===== src/rtl/pcie_pkg.sv =====
// ----------------------------------------------------------------------------
// pcie_pkg
// Shared types and constants for the Data Link Layer transmit flow-control
// gate. It holds the FC DLLP type codes, the FC type and link state enums,
// the per-counter credit state record and a DLLP type decoder.
// ----------------------------------------------------------------------------
package pcie_pkg;

    // Widest credit counter held by the credit-check block. Narrower counters
    // keep their upper bits at zero and do all arithmetic modulo 2^W.
    localparam int FC_CNT_W = 12;

    // FC DLLP type codes, bits [7:3] of the DLLP type byte.
    localparam logic [4:0] DLLP_INITFC1_P   = 5'b01000;
    localparam logic [4:0] DLLP_INITFC1_NP  = 5'b01010;
    localparam logic [4:0] DLLP_INITFC1_CPL = 5'b01100;
    localparam logic [4:0] DLLP_INITFC2_P   = 5'b11000;
    localparam logic [4:0] DLLP_INITFC2_NP  = 5'b11010;
    localparam logic [4:0] DLLP_INITFC2_CPL = 5'b11100;
    localparam logic [4:0] DLLP_UPDFC_P     = 5'b10000;
    localparam logic [4:0] DLLP_UPDFC_NP    = 5'b10010;
    localparam logic [4:0] DLLP_UPDFC_CPL   = 5'b10100;

    typedef enum logic [1:0] {
        FC_P   = 2'd0,
        FC_NP  = 2'd1,
        FC_CPL = 2'd2
    } fc_type_e;

    typedef enum logic [1:0] {
        DL_INACTIVE = 2'd0,
        FC_INIT1    = 2'd1,
        FC_INIT2    = 2'd2,
        DL_ACTIVE   = 2'd3
    } dl_state_e;

    typedef enum logic [1:0] {
        FCK_NONE   = 2'd0,
        FCK_INIT1  = 2'd1,
        FCK_INIT2  = 2'd2,
        FCK_UPDATE = 2'd3
    } fc_kind_e;

    typedef struct packed {
        logic [FC_CNT_W-1:0] limit;
        logic [FC_CNT_W-1:0] consumed;
        logic                infinite;
    } fc_cnt_t;

    typedef struct packed {
        fc_kind_e kind;
        fc_type_e fctype;
    } fc_dllp_t;

    // Classifies a DLLP type byte. Anything that is not an FC DLLP on VC0
    // decodes to FCK_NONE so the caller can ignore it.
    function automatic fc_dllp_t fc_dllp_decode(input logic [7:0] dtype);
        fc_dllp_t d;
        d.kind   = FCK_NONE;
        d.fctype = FC_P;
        if (dtype[2:0] == 3'b000) begin
            case (dtype[7:3])
                DLLP_INITFC1_P:   begin d.kind = FCK_INIT1;  d.fctype = FC_P;   end
                DLLP_INITFC1_NP:  begin d.kind = FCK_INIT1;  d.fctype = FC_NP;  end
                DLLP_INITFC1_CPL: begin d.kind = FCK_INIT1;  d.fctype = FC_CPL; end
                DLLP_INITFC2_P:   begin d.kind = FCK_INIT2;  d.fctype = FC_P;   end
                DLLP_INITFC2_NP:  begin d.kind = FCK_INIT2;  d.fctype = FC_NP;  end
                DLLP_INITFC2_CPL: begin d.kind = FCK_INIT2;  d.fctype = FC_CPL; end
                DLLP_UPDFC_P:     begin d.kind = FCK_UPDATE; d.fctype = FC_P;   end
                DLLP_UPDFC_NP:    begin d.kind = FCK_UPDATE; d.fctype = FC_NP;  end
                DLLP_UPDFC_CPL:   begin d.kind = FCK_UPDATE; d.fctype = FC_CPL; end
                default:          d.kind = FCK_NONE;
            endcase
        end
        return d;
    endfunction

endpackage


===== src/rtl/pcie_fc_credit_chk.sv =====
// ----------------------------------------------------------------------------
// pcie_fc_credit_chk
// One flow-control credit counter: credit limit, credits consumed and the
// infinite flag, plus the "enough credits" compare and the UpdateFC error
// check. All arithmetic is modulo 2^W.
// Ports:
//   sclk, sreset   clock and synchronous active-high reset
//   i_clr          clear everything (link down)
//   i_load         InitFC1 load: limit = i_val, consumed = 0, infinite = (i_val == 0)
//   i_upd          UpdateFC: overwrite limit unless infinite
//   i_consume      grant commit: consumed += i_need unless infinite
//   i_val          advertised credit value (zero-extended)
//   i_need         credits needed by the pending TLP (zero-extended)
//   o_ok           enough credits for i_need
//   o_upd_err      i_upd is set and the advertised value is illegal
// ----------------------------------------------------------------------------
module pcie_fc_credit_chk
    import pcie_pkg::*;
#(
    parameter int W = 8
) (
    input  logic                sclk,
    input  logic                sreset,
    input  logic                i_clr,
    input  logic                i_load,
    input  logic                i_upd,
    input  logic                i_consume,
    input  logic [FC_CNT_W-1:0] i_val,
    input  logic [FC_CNT_W-1:0] i_need,
    output logic                o_ok,
    output logic                o_upd_err
);

    localparam logic [FC_CNT_W-1:0] MASK = FC_CNT_W'((32'd1 << W) - 32'd1);
    localparam logic [FC_CNT_W-1:0] HALF = FC_CNT_W'(32'd1 << (W - 1));

    fc_cnt_t             r_cnt;
    logic [FC_CNT_W-1:0] w_val;
    logic [FC_CNT_W-1:0] w_need;
    logic [FC_CNT_W-1:0] w_room;
    logic [FC_CNT_W-1:0] w_upd_room;

    assign w_val      = i_val & MASK;
    assign w_need     = i_need & MASK;
    // Remaining window after this TLP; anything past half the counter range
    // means the TLP would overrun the advertised limit.
    assign w_room     = (r_cnt.limit - r_cnt.consumed - w_need) & MASK;
    assign w_upd_room = (w_val - r_cnt.consumed) & MASK;

    assign o_ok      = r_cnt.infinite || (w_need == '0) || (w_room <= HALF);
    assign o_upd_err = i_upd && (r_cnt.infinite ? (w_val != '0) : (w_upd_room > HALF));

    always_ff @(posedge sclk) begin
        if (sreset || i_clr) begin
            r_cnt <= '0;
        end else if (i_load) begin
            r_cnt.limit    <= w_val;
            r_cnt.consumed <= '0;
            r_cnt.infinite <= (w_val == '0);
        end else begin
            // An illegal window is still written; the error is only flagged.
            if (i_upd && !r_cnt.infinite) begin
                r_cnt.limit <= w_val;
            end
            if (i_consume && !r_cnt.infinite) begin
                r_cnt.consumed <= (r_cnt.consumed + w_need) & MASK;
            end
        end
    end

endmodule


===== src/rtl/pcie_dll_tx_fc_gate.sv =====
// ----------------------------------------------------------------------------
// pcie_dll_tx_fc_gate
// Transmit-side flow-control gate of the Data Link Layer. Tracks the
// InitFC1 / InitFC2 / DL_Active bring-up from received FC DLLPs, keeps the
// P/NP/Cpl header and data credit counters for VC0 and grants TLPs only when
// both header and data credits suffice.
// Ports:
//   sclk, sreset     clock and synchronous active-high reset
//   link_up_i        physical link up; low forces DL_INACTIVE and clears credits
//   dllp_valid_i     CRC-good DLLP on dllp_i this cycle
//   dllp_i           [31:24] type, [23:22] HdrScale, [21:14] HdrFC,
//                    [13:12] DataScale, [11:0] DataFC
//   tlp_req_i        TLP request, held until tlp_gnt_o
//   tlp_type_i       0 = P, 1 = NP, 2 = Cpl, 3 = never granted
//   tlp_data_cr_i    data credits needed by the TLP
//   tlp_gnt_o        one-cycle grant pulse
//   dl_state_o       link state (dl_state_e encoding)
//   dl_up_o          link state is DL_ACTIVE
//   fc_err_o         one-cycle pulse on an FC protocol error
// ----------------------------------------------------------------------------
module pcie_dll_tx_fc_gate
    import pcie_pkg::*;
#(
    parameter int HDR_FC_W  = 8,
    parameter int DATA_FC_W = 12,
    parameter int REQ_DC_W  = 10
) (
    input  logic                sclk,
    input  logic                sreset,
    input  logic                link_up_i,
    input  logic                dllp_valid_i,
    input  logic [31:0]         dllp_i,
    input  logic                tlp_req_i,
    input  logic [1:0]          tlp_type_i,
    input  logic [REQ_DC_W-1:0] tlp_data_cr_i,
    output logic                tlp_gnt_o,
    output logic [1:0]          dl_state_o,
    output logic                dl_up_o,
    output logic                fc_err_o
);

    dl_state_e r_state;
    logic [2:0] r_seen;
    logic       r_gnt;
    logic       r_dl_up;
    logic       r_fc_err;

    fc_dllp_t   w_dec;
    logic       w_is_init1;
    logic       w_is_init2;
    logic       w_is_upd;
    logic       w_clr;
    logic [2:0] w_load;
    logic [2:0] w_upd;
    logic [2:0] w_consume;
    logic [2:0] w_type_sel;
    logic [2:0] w_hdr_ok;
    logic [2:0] w_data_ok;
    logic [2:0] w_hdr_err;
    logic [2:0] w_data_err;
    logic [2:0] w_seen_next;
    logic       w_grant;
    logic       w_err;
    logic       w_unused_scale;

    logic [FC_CNT_W-1:0] w_hdr_val;
    logic [FC_CNT_W-1:0] w_data_val;
    logic [FC_CNT_W-1:0] w_data_need;

    // Scale fields are not supported; credits are taken as unscaled.
    assign w_unused_scale = ^{dllp_i[23:22], dllp_i[13:12]};

    assign w_dec      = fc_dllp_decode(dllp_i[31:24]);
    assign w_is_init1 = dllp_valid_i && (w_dec.kind == FCK_INIT1);
    assign w_is_init2 = dllp_valid_i && (w_dec.kind == FCK_INIT2);
    assign w_is_upd   = dllp_valid_i && (w_dec.kind == FCK_UPDATE);
    assign w_clr      = !link_up_i;

    assign w_hdr_val   = FC_CNT_W'(dllp_i[21:14]);
    assign w_data_val  = dllp_i[11:0];
    assign w_data_need = FC_CNT_W'(tlp_data_cr_i);

    generate
        for (genvar gi = 0; gi < 3; gi++) begin : g_fc
            logic w_hit;
            assign w_hit          = (w_dec.fctype == fc_type_e'(2'(gi)));
            assign w_type_sel[gi] = (tlp_type_i == 2'(gi));
            // Only the first InitFC1 of each type is recorded.
            assign w_load[gi]     = (r_state == FC_INIT1) && link_up_i && w_is_init1 && w_hit && !r_seen[gi];
            assign w_upd[gi]      = (r_state == DL_ACTIVE) && link_up_i && w_is_upd && w_hit;
            assign w_consume[gi]  = w_grant && w_type_sel[gi];

            pcie_fc_credit_chk #(.W(HDR_FC_W)) u_hdr (
                .sclk      (sclk),
                .sreset    (sreset),
                .i_clr     (w_clr),
                .i_load    (w_load[gi]),
                .i_upd     (w_upd[gi]),
                .i_consume (w_consume[gi]),
                .i_val     (w_hdr_val),
                .i_need    (FC_CNT_W'(1)),
                .o_ok      (w_hdr_ok[gi]),
                .o_upd_err (w_hdr_err[gi])
            );

            pcie_fc_credit_chk #(.W(DATA_FC_W)) u_data (
                .sclk      (sclk),
                .sreset    (sreset),
                .i_clr     (w_clr),
                .i_load    (w_load[gi]),
                .i_upd     (w_upd[gi]),
                .i_consume (w_consume[gi]),
                .i_val     (w_data_val),
                .i_need    (w_data_need),
                .o_ok      (w_data_ok[gi]),
                .o_upd_err (w_data_err[gi])
            );
        end
    endgenerate

    // Type 3 selects no counter, so it can never pass. The !r_gnt term gives
    // the requester one cycle to drop its request after a grant.
    assign w_grant = (r_state == DL_ACTIVE) && link_up_i && tlp_req_i && !r_gnt
                     && (|(w_hdr_ok & w_data_ok & w_type_sel));
    assign w_err       = |(w_hdr_err | w_data_err);
    assign w_seen_next = r_seen | w_load;

    always_ff @(posedge sclk) begin
        if (sreset || !link_up_i) begin
            r_state  <= DL_INACTIVE;
            r_seen   <= '0;
            r_gnt    <= 1'b0;
            r_dl_up  <= 1'b0;
            r_fc_err <= 1'b0;
        end else begin
            r_gnt    <= w_grant;
            r_fc_err <= w_err;
            case (r_state)
                DL_INACTIVE: begin
                    r_state <= FC_INIT1;
                end
                FC_INIT1: begin
                    r_seen <= w_seen_next;
                    if (&w_seen_next) begin
                        r_state <= FC_INIT2;
                    end
                end
                FC_INIT2: begin
                    if (w_is_init2 || w_is_upd) begin
                        r_state <= DL_ACTIVE;
                        r_dl_up <= 1'b1;
                    end
                end
                default: begin
                    r_state <= DL_ACTIVE;
                    r_dl_up <= 1'b1;
                end
            endcase
        end
    end

    assign tlp_gnt_o  = r_gnt;
    assign dl_state_o = r_state;
    assign dl_up_o    = r_dl_up;
    assign fc_err_o   = r_fc_err;

endmodule

===== config.mk =====
export PLATFORM = sky130hd
export DESIGN_NAME = pcie_dll_tx_fc_gate
export DESIGN_NICKNAME = d
export VERILOG_FILES = /design/src/rtl/pcie_pkg.sv /design/src/rtl/pcie_fc_credit_chk.sv /design/src/rtl/pcie_dll_tx_fc_gate.sv
export SDC_FILE = /design/constraint.sdc
export NUM_CORES = 1
export LEC_CHECK = 0
export ABC_AREA = 1
export BUFFER_PORTS_ARGS = -buffer_cell sky130_fd_sc_hd__buf_2
export CORE_ASPECT_RATIO = 0.7
export CORE_MARGIN = 4
export CORE_UTILIZATION = 43
export CTS_BUF_LIST = sky130_fd_sc_hd__clkbuf_4 sky130_fd_sc_hd__clkbuf_8 sky130_fd_sc_hd__clkbuf_16
export DETAILED_ROUTE_END_ITERATION = 8
export GPL_ROUTABILITY_DRIVEN = 0
export GPL_TIMING_DRIVEN = 0
export SETUP_SLACK_MARGIN = 0.05
export SLEW_MARGIN = 40
export SYNTH_ARGS = -nofsm -noshare
export SYNTH_HDL_FRONTEND = slang
export SYNTH_SLANG_ARGS = --single-unit
export TNS_END_PERCENT = 1

===== constraint.sdc =====
create_clock -name sclk -period 4.1 [get_ports sclk]
set_clock_uncertainty 0.1 [all_clocks]
set_input_delay 0.205 -clock sclk [delete_from_list [all_inputs] [get_ports sclk]]
set_output_delay 0.205 -clock sclk [all_outputs]
set_load 0.03 [all_outputs]

# Word level (Yosys, flattened, before mapping)
# Cells that the tools add are included.
totals:
  inputBits: 49
  wordCells: 208
  output_inout_bits: 5
  register_bits: 134
op_classes:
  bitwise_logic: 5
  mux: 32
  order_cmp: 12
  reduce_logical: 91
  eq_ne: 21
  add_sub_neg: 24
ops:
  columns: ["cell", "count"]
  rows:
  - ["2-to-1 mux 12 bit", 6]
  - ["2-to-1 mux 24 bit", 3]
  - ["subtractor 12 bit", 6]
  - ["2-to-1 mux 20 bit", 3]
  - ["2-to-1 mux 8 bit", 6]
  - ["subtractor 8 bit", 6]
  - ["logical AND 1 bit", 40]
  - ["adder 12 x 10 -> 12 bit", 3]
  - ["> comparator 12 bit (second input constant)", 3]
  - ["<= comparator 12 bit (second input constant)", 3]
  - ["logical NOT 12 bit", 3]
  - ["subtractor 12 x 10 -> 12 bit", 3]
  - ["equality test 5 bit (second input constant)", 6]
  - ["adder 8 x 1 -> 8 bit (second input constant)", 3]
  - ["> comparator 8 bit (second input constant)", 3]
  - ["<= comparator 8 bit (second input constant)", 3]
  - ["nonzero test 12 bit", 2]
  - ["subtractor 8 x 1 -> 8 bit (second input constant)", 3]
  - ["OR reduction 3 bit", 7]
  - ["equality test 5 x 4 -> 1 bit (second input constant)", 3]
  - ["equality test 2 bit (second input constant)", 6]
  - ["one-hot mux 2 bit (3 select lines)", 2]
  - ["nonzero test 2 bit", 6]
  - ["logical NOT 1 bit", 11]
  - ["other kinds (17)", 45]

# Depth between registers and ports, before layout
# Gate-level depths: netlist of the first run.
logic_depth:
  word_depth: 13
  depth_mapped: 26
  ltp_nobuf: 26

# Hierarchy
# A second synthesis of the first run with hierarchy kept.
hier_totals:
  hier_cells: 2456
  hier_area_um2: 16238.1
by_module_without_submodules:
  columns: ["module", "cells_per_inst", "instances", "seq_area_each_um2", "area_each_um2"]
  rows:
  - ["pcie_fc_credit_chk (g_fc[2].u_data)", 498, 1, 500.5, 3261.9]
  - ["pcie_fc_credit_chk (g_fc[1].u_data)", 507, 1, 500.5, 3244.4]
  - ["pcie_fc_credit_chk (g_fc[0].u_data)", 503, 1, 500.5, 3235.6]
  - ["pcie_fc_credit_chk (g_fc[0].u_hdr)", 289, 1, 340.3, 1983.2]
  - ["pcie_fc_credit_chk (g_fc[1].u_hdr)", 285, 1, 340.3, 1980.6]
  - ["pcie_fc_credit_chk (g_fc[2].u_hdr)", 283, 1, 340.3, 1970.6]
  - ["pcie_dll_tx_fc_gate", 91, 1, 160.2, 561.8]

# Worst setup path before layout of the first run
# OpenSTA, ideal clock, no wires.
synth_path:
  kind: "register to register"
  from: "register g_fc[2].u_data.r_cnt[1] (netlist bit)"
  to: "register g_fc[2].u_data.r_cnt[10] (netlist bit)"
  slack_ns: 0.847
  n_path_buf: 2
  setup_ns: 0.114
  required_ns: 3.886
  period_less_slack_ns: 3.253
  stages_incl_launch_ff: 26
  arrival_ns: 3.039
  cell_sequence: "dfxtp_1 inv_1 fa_1 ha_1 inv_1 nand2_1 inv_1 fa_1 inv_1 nand3_1 nand3_1 nand2_1 nand2_1 nand2_1 nand2_1 nand2_1 nand2_1 nand3_1 nand3_1 nand2_1 nand3_2 buf_6 nand4_2 buf_6 a21oi_1 nor2_1"
synth_between:
  elab_chain_cells: 10
  word_cells_on_any_way: 11
  cone_classes: "add/sub (3); order compare (1); bitwise (2); reduce/logical (5)"
synth_lines:
  columns: ["item", "line_no", "source"]
  rows:
  - ["start, declared", "pcie_fc_credit_chk.sv:37", "fc_cnt_t r_cnt;"]
  - ["subtractor 12 bit", "pcie_fc_credit_chk.sv:47", "assign w_room = (r_cnt.limit - r_cnt.consumed - w_need) & MASK;"]
  - ["subtractor 12 x 10 -> 12 bit", "pcie_fc_credit_chk.sv:47", null]
  - ["<= comparator 12 bit", "pcie_fc_credit_chk.sv:50", "assign o_ok = r_cnt.infinite || (w_need == '0) || (w_room <= HALF);"]
  - ["logical OR 1 bit", "pcie_fc_credit_chk.sv:50", null]
  - ["AND 3 bit (2 in series)", "pcie_dll_tx_fc_gate.sv:124", "&& (|(w_hdr_ok & w_data_ok & w_type_sel));"]
  - ["OR reduction 3 bit", "pcie_dll_tx_fc_gate.sv:124", null]
  - ["logical AND 1 bit", "pcie_dll_tx_fc_gate.sv:124", null]
  - ["logical AND 1 bit", "pcie_dll_tx_fc_gate.sv:91", "assign w_consume[gi] = w_grant && w_type_sel[gi];"]
  - ["logical AND 1 bit", "pcie_fc_credit_chk.sv:65", "if (i_consume && !r_cnt.infinite) begin"]
# Several ways; a longest one is shown, not always the timed one.
# A chain may end at the register's enable or synchronous reset.

# Worst setup path after layout of the first run
layout_path:
  from: "register g_fc[2].u_data.r_cnt[1] (netlist bit)"
  to: "register g_fc[2].u_data.r_cnt[3] (netlist bit)"
# The elaborated chain is that of the path after synthesis.

==> impl_metrics.tcl, run 1 <==
set metrics [dict create \
    min_path_cells 3 \
    coreArea_mm2 0.0313 \
    grt_pass1_vias 12004 \
    path_clk_slew_ps 70 \
    cp.required_ps 4360 \
    drt_iter0_markers 1034 \
    drive_gt1_share_pct 6.87 \
    worst_pin_slew_ps 707 \
    peakVddDrop_v 0.000292 \
    cts_sinks 134 \
    rsz0062_at_grt "false" \
    diodes 0 \
    insertion_delay_ps 430 \
    yosys-top-cells-count "486 x nand2_1, 372 x inv_1, 187 x a21oi_1" \
    dp_hpwl_mm 33.2 \
    crit_slowest_cell "fa_1" \
    avgRoutedWirePerCell_um 16.2 \
    ys_warn_count 0 \
    crit_buf_inv 5 \
    pwr-share-seq_pct 35.3 \
    fin_area_mm2 0.0153 \
    setup_violations 0 \
    leakagePower_nw 7.39 \
    outcome "finished clean" \
    drtPass1Iterations 5 \
    finalCritPeriodShare_pct 93.6 \
    critical_path_class "flop to flop" \
    drc 0 \
    synthTopCellsByArea "dfxtp_1 20%, ha_1 16%, nand2_1 13%, inv_1 10%, a21oi_1 6.8%" \
    sw_frac_of_total_pct 29.9 \
    syn_inst 2051 \
    powerDensity_mw_per_mm2 241 \
    maxSlewViolCount 0 \
    dieArea_mm2 0.0348 \
    antenna_found_initial 0 \
    worst_r2r_path_depth 25 \
    combPwrFrac_pct 18.8 \
    crit_top_cell "nand2_1" \
    cp_max_fo 8 \
    ys_seq_area_share_pct 19.6 \
    worst_setup_path_end_kind "flop" \
    overflow 0 \
    grt_max_degree 17 \
    r2r_start "g_fc[2].u_data.r_cnt[1]" \
    synth_edf_count 0 \
    syn_nets 2319 \
    portBuffers 47 \
    htreeDepth 4 \
    whs_ps 131 \
    grt_pass1_wl_mm 65.1 \
    timing.rr.end "g_fc[2].u_data.r_cnt[3]" \
    viasPerCell 5.17 \
    start_util_pct 43.8 \
    final.setup.tns_ps 0 \
    yosysTopAreaCell "dfxtp_1" \
    worst_setup_path_start_kind "flop" \
    ys_types 44 \
    chipWidth_um 221 \
    avgSynthCellArea_um2 6.68 \
    rows 54 \
    async_flop_share_pct 0 \
    cts_inserted_buffers 17 \
    netlist_area_mm2 0.0137 \
    hold_start "dllp_i[20]" \
    finalCriticalPeriod_ps 3840 \
    cts_max_path_buffers 2 \
    io_pins 54 \
    area_growth_pct 11.6 \
    cts_root_buf "clkbuf_16" \
    cp.arrival_ps 4100 \
    max_freq_mhz 261 \
    cellInternalPower_w 0.00258 \
    max_stage_delay_ps 540 \
    cts_tree "done" \
    critPathTopFamily "simple AND/OR/NAND/NOR gates" \
    routed_wl_mm 41.4 \
    cts-hold-fix-buffers 0 \
    ant_nets 0 \
    yosys.cell_count.top_type "nand2_1" \
    die_y_um 157 \
    nets 2394 \
    dpl-instance-area_mm2 0.0145 \
    grtUsageTotal_pct 23.4 \
    hold_end "g_fc[2].u_hdr.r_cnt[19]" \
    clockPowerShare_pct 45.9 \
    switching_power_w 0.00110 \
    vias 13225 \
    hold_class "input pin to flop" \
    relSlewSlack_pct 52.9 \
    synth-seq-cells 134 \
    worst-r2r-setup-slack_ps 260 \
    synthFlopType "dfxtp_1" \
    max_cap_viol_count 0 \
    finalHoldViolCount 0 \
    synth_top_area_share_pct 19.6 \
]
==> per-layer routing <==
layer / up-vias / track usage [%] / routed length, um
li1: 6767 / - / -
met1: 6044 / 35.6 / 21300
met2: 379 / 35.3 / 16800
met3: 35 / 4.10 / 2710
met4: 0 / 3.59 / 519
met5: - / 0 / 0
==> state kept, by name, indices dropped and copies added (netlist names) <==
register	cells
g_fc.u_data.r_cnt	75
g_fc.u_hdr.r_cnt	51
fc_err_o	1
tlp_gnt_o	1
dl_up_o	1
dl_state_o	2
r_seen	3
==> final cells by class <==
cell class,count,area (um^2)
Buffer,30,156
Sequential cell,134,2690
Tap cell,420,526
Inverter,374,1410
Clock inverter,13,193
Timing Repair Buffer,55,298
Clock buffer,19,447
Multi-Input combinational cell,1514,9570
Fill cell,3165,16000
==> through the flow <==
stage / std cells / setup WS, ps / utilization [%] / power, W
finish: 2559 / 264 / 48.9 / 0.00369
CTS: 2551 / 51.5 / 48.3 / 0.00368
floorplan: 2051 / 847 / - / 0.00180
global placement: 2518 / -294 / 46.2 / 0.00200
detailed placement: 2518 / -298 / 46.2 / 0.00201
global route: 2559 / 35.4 / 48.9 / 0.00385
==> layout by cell type (no fill, tap or decap), types with 4 or more instances in the layout <==
cell type  synthesis  final
a211oi_1          40     40
xnor2_1           32     32
a21oi_1          187    184
bufinv_16          0      4
inv_6              0      4
fa_1              42     39
nand3_1          112    109
o21bai_1           8      8
nand4_1           50     50
nor4_1             7      7
o21a_1             5      5
o211ai_1           5      5
buf_4              3     12
nand2_2            0      7
or2_2              7      7
nor2_2             0      5
nand3_2            2      4
nand2_1          486    478
clkbuf_1          17     17
dfxtp_1          134    131
a31oi_1            4      4
ha_1             177    176
a21oi_2            1      4
nor3_1            20     20
xor2_1            65     65
clkbuf_16          0     17
buf_2              5     50
o21ai_0           65     64
inv_1            372    368
nor2_1           158    153
a21o_1             4      4
nand3b_1          13     13
==> tightest hold or removal path: cells and delay by family <==
kind / cells / cell delay, ps
buffers and inverters: 2 / 320
AOI/OAI and AO/OA: 1 / 90
==> power groups by stage <==
| stage | Combinational, W | Sequential (W) | Clock [W] |
|---|---|---|---|
| floorplan | 0.000464 | 0.00133 | 0 |
| global placement | 0.000664 | 0.00133 | 0 |
| detailed placement | 0.000674 | 0.00133 | 0 |
| CTS | 0.000678 | 0.00130 | 0.00170 |
| global route | 0.000787 | 0.00130 | 0.00177 |
| finish | 0.000695 | 0.00130 | 0.00169 |
==> what timing repair did <==
action,CTS,global route
gates resized for setup,2,40
pin swaps,1,13
setup endpoints to repair,30,58
setup buffers,1,7
gates cloned,0,1
==> worst max path at each step <==
| stage | start | end | slack (ps) | depth (start not counted) |
|---|---|---|---|---|
| global route | g_fc[2].u_data.r_cnt[1] | g_fc[0].u_data.r_cnt[11] | 40 | 25 |
| global placement | tlp_data_cr_i[0] | g_fc[2].u_data.r_cnt[4] | -290 | 27 |
| CTS | g_fc[0].u_data.r_cnt[1] | g_fc[2].u_data.r_cnt[3] | 50 | 25 |
| finish | g_fc[2].u_data.r_cnt[1] | g_fc[2].u_data.r_cnt[3] | 260 | 25 |
| floorplan | g_fc[2].u_data.r_cnt[1] | g_fc[2].u_data.r_cnt[10] | 850 | 25 |
| detailed placement | tlp_data_cr_i[0] | g_fc[2].u_hdr.r_cnt[1] | -300 | 26 |
==> cell families (layout without fill, tap and decap cells) <==
| family | Yosys count | count (layout) | synth area share, % |
|---|---|---|---|
| AO/OA/AOI/OAI | 329 | 329 | 13.4 |
| XOR/XNOR | 97 | 97 | 6.20 |
| adder cells (fa/ha/maj) | 219 | 219 | 22.3 |
| buffers and inverters | 404 | 491 | 11.3 |
| flip-flops | 134 | 134 | 19.6 |
| AND/OR/NAND/NOR | 868 | 869 | 27.2 |
Power figures use the tool's default switching activity.
==> inputs of run 2 (changes only) <==
PLACE_DENSITY_LB_ADDON = 0.25   (was not set)
==> run 2 against run 1 <==
Critical path depth rose by 1. First-iteration DRC count rose by 9.1%. Critical path type unchanged. Clock power fell by 8%. Routed wire length fell by 1.8%. Setup slack improved by 18 ps. Register-to-register slack improved by 20 ps. Sequential share of layout area rose by 0.13 points. Flip-flop and latch count did not move. Highest routed layer unchanged. Total power fell by 4.1%. Hold slack got worse by 4.2 ps. Die area did not move.
==> impl_metrics.tcl, run 2 (synthesis gave the netlist of run 1 again) <==
set metrics [dict create \
    path_clk_slew_ps 60 \
    nets 2388 \
    cts_inserted_buffers 17 \
    grt_pass1_vias 12017 \
    finalCriticalPeriod_ps 3820 \
    dpl-instance-area_mm2 0.0145 \
    viasPerCell 5.17 \
    worst-r2r-setup-slack_ps 280 \
    maxSlewViolCount 0 \
    htreeDepth 4 \
    area_growth_pct 10.7 \
    outcome "finished clean" \
    cts-hold-fix-buffers 0 \
    worst_setup_path_end_kind "flop" \
    cts_root_buf "clkbuf_16" \
    hold_class "input pin to flop" \
    cp_max_fo 9 \
    peakVddDrop_v 0.000258 \
    seq_area_mm2 0.00269 \
    insertion_delay_ps 430 \
    drtPass1Iterations 8 \
    critical_path_class "flop to flop" \
    final_cells 2553 \
    grt_pass1_wl_mm 64.1 \
    io_pins 54 \
    setup_violations 0 \
    antenna_found_initial 0 \
    avgRoutedWirePerCell_um 15.9 \
    p_total_w 0.00354 \
    drt_iter0_markers 1128 \
    critPathLaunch "g_fc[2].u_data.r_cnt[1]" \
    die_y_um 157 \
    layout_common_cells "483 x nand2_1, 372 x inv_1, 187 x a21oi_1" \
    worst_pin_slew_ps 967 \
    largestRegisters "g_fc.u_data.r_cnt (75), g_fc.u_hdr.r_cnt (51), r_seen (3)" \
    relSlewSlack_pct 35.4 \
    cts_tree "done" \
    grt_max_degree 17 \
    diodes 0 \
    worst_setup_path_start_kind "flop" \
    cts_max_path_buffers 2 \
    largest-register "g_fc.u_data.r_cnt" \
    max_cap_viol_count 0 \
    hold_start "dllp_i[14]" \
    ant_nets 0 \
    final_common_cell "nand2_1" \
    grtUsageTotal_pct 22.9 \
    routed_wl_mm 40.6 \
    vias 13192 \
    cts_sinks 134 \
    max_freq_mhz 262 \
    drc 0 \
    finalHoldViolCount 0 \
    chipWidth_um 221 \
    final.setup.worst_slack_ps 282 \
    multi_input_area_mm2 0.00955 \
    dp_slack_ps -290 \
    leakagePower_nw 7.33 \
    finalCritPeriodShare_pct 93.1 \
    overflow 0 \
    placedCellCount 2518 \
    drive_gt1_share_pct 6.00 \
    powerDensity_mw_per_mm2 233 \
    coreArea_mm2 0.0313 \
    fin_area_mm2 0.0152 \
    rows 54 \
    r2r_start "g_fc[2].u_data.r_cnt[1]" \
    start_util_pct 43.8 \
    largest_register_ffs 75 \
    num-fill-cells 3176 \
    portBuffers 47 \
    dieArea_mm2 0.0348 \
    dp_hpwl_mm 32.7 \
    rsz0062_at_grt "false" \
    cp.arrival_ps 4080 \
    cp.required_ps 4360 \
]
==> run 2: cell types whose count changed in the layout (fill, tap and decap cells not counted), sizes merged <==
cell      delta
clkbuf       +3
bufinv       -3
clkinvlp     +2
clkinv       -2
inv          -1
buf          -5
==> run 2: stage by stage <==
| step | setup TNS [ps] | util, % | hold slack [ps] |
|---|---|---|---|
| after CTS | 0 | 48.1 | 128 |
| final | 0 | 48.5 | 127 |
| after global routing | 0 | 48.5 | 131 |
| after detailed placement | -10810 | 46.2 | 372 |
| after global placement | -8250 | 46.2 | 358 |
| after floorplan | 0 | - | 274 |
==> run 2: where the power goes <==
part           internal [W]  switching (W)  total (W)  leakage, nW
sequential          0.00130    0.000000578    0.00130         1.08
clock              0.000924       0.000622    0.00155        0.278
combinational      0.000231       0.000456   0.000687         5.97
total               0.00246        0.00108    0.00354         7.33
==> run 2: area by class of cell <==
type	instances	share of cell area [%]
Multi-Input combinational cell	1514	62.9
Buffer	30	1.06
Tap cell	420	3.46
Sequential cell	134	17.7
Clock inverter	9	0.594
Timing Repair Buffer	49	1.65
Clock buffer	23	3.31
Inverter	374	9.26
==> run 2: final timing paths <==
kind | end | cells past startpoint
min | g_fc[0].u_hdr.r_cnt[13] | 3
max | g_fc[2].u_hdr.r_cnt[8] | 26
min reg2reg | g_fc[2].u_hdr.r_cnt[5] | 2
max reg2reg | g_fc[2].u_hdr.r_cnt[8] | 26
==> run 2: per-layer routing <==
layer  vias up  GRT usage (%)  part of all wire, %
li1       6756              -                    -
met1      6012           33.8                   51
met2       374           35.1                   41
met3        50           3.78                  6.5
met4         0           5.26                  1.7
met5         -              0                    0
==> run 2: what timing repair did <==
| action | 4_1_cts | 5_1_grt |
|---|---|---|
| gates resized for setup | 1 | 27 |
| endpoints found under the setup margin | 1 | 60 |
| gates cloned | 0 | 1 |
| pin swaps | 0 | 8 |
| setup buffers | 0 | 2 |
==> run 2: critical path, stage by stage, from the launching register on <==
cell and delay [ps]:
dfxtp_2 380, inv_1 80, fa_1 470, inv_1 80
ha_1 140, inv_1 50, nand2_2 90, inv_1 70
fa_1 380, inv_1 100, nand3_1 90, nand3_2 100
nand2_1 50, nand2_1 100, nand2_1 80, nand3b_1 80
nand2_1 60, nand3_1 150, nand3_2 90, nand2_2 140
nand3_4 120, buf_12 170, buf_4 130, nand4_1 70
buf_4 180, nand2_1 60, a21oi_1 140
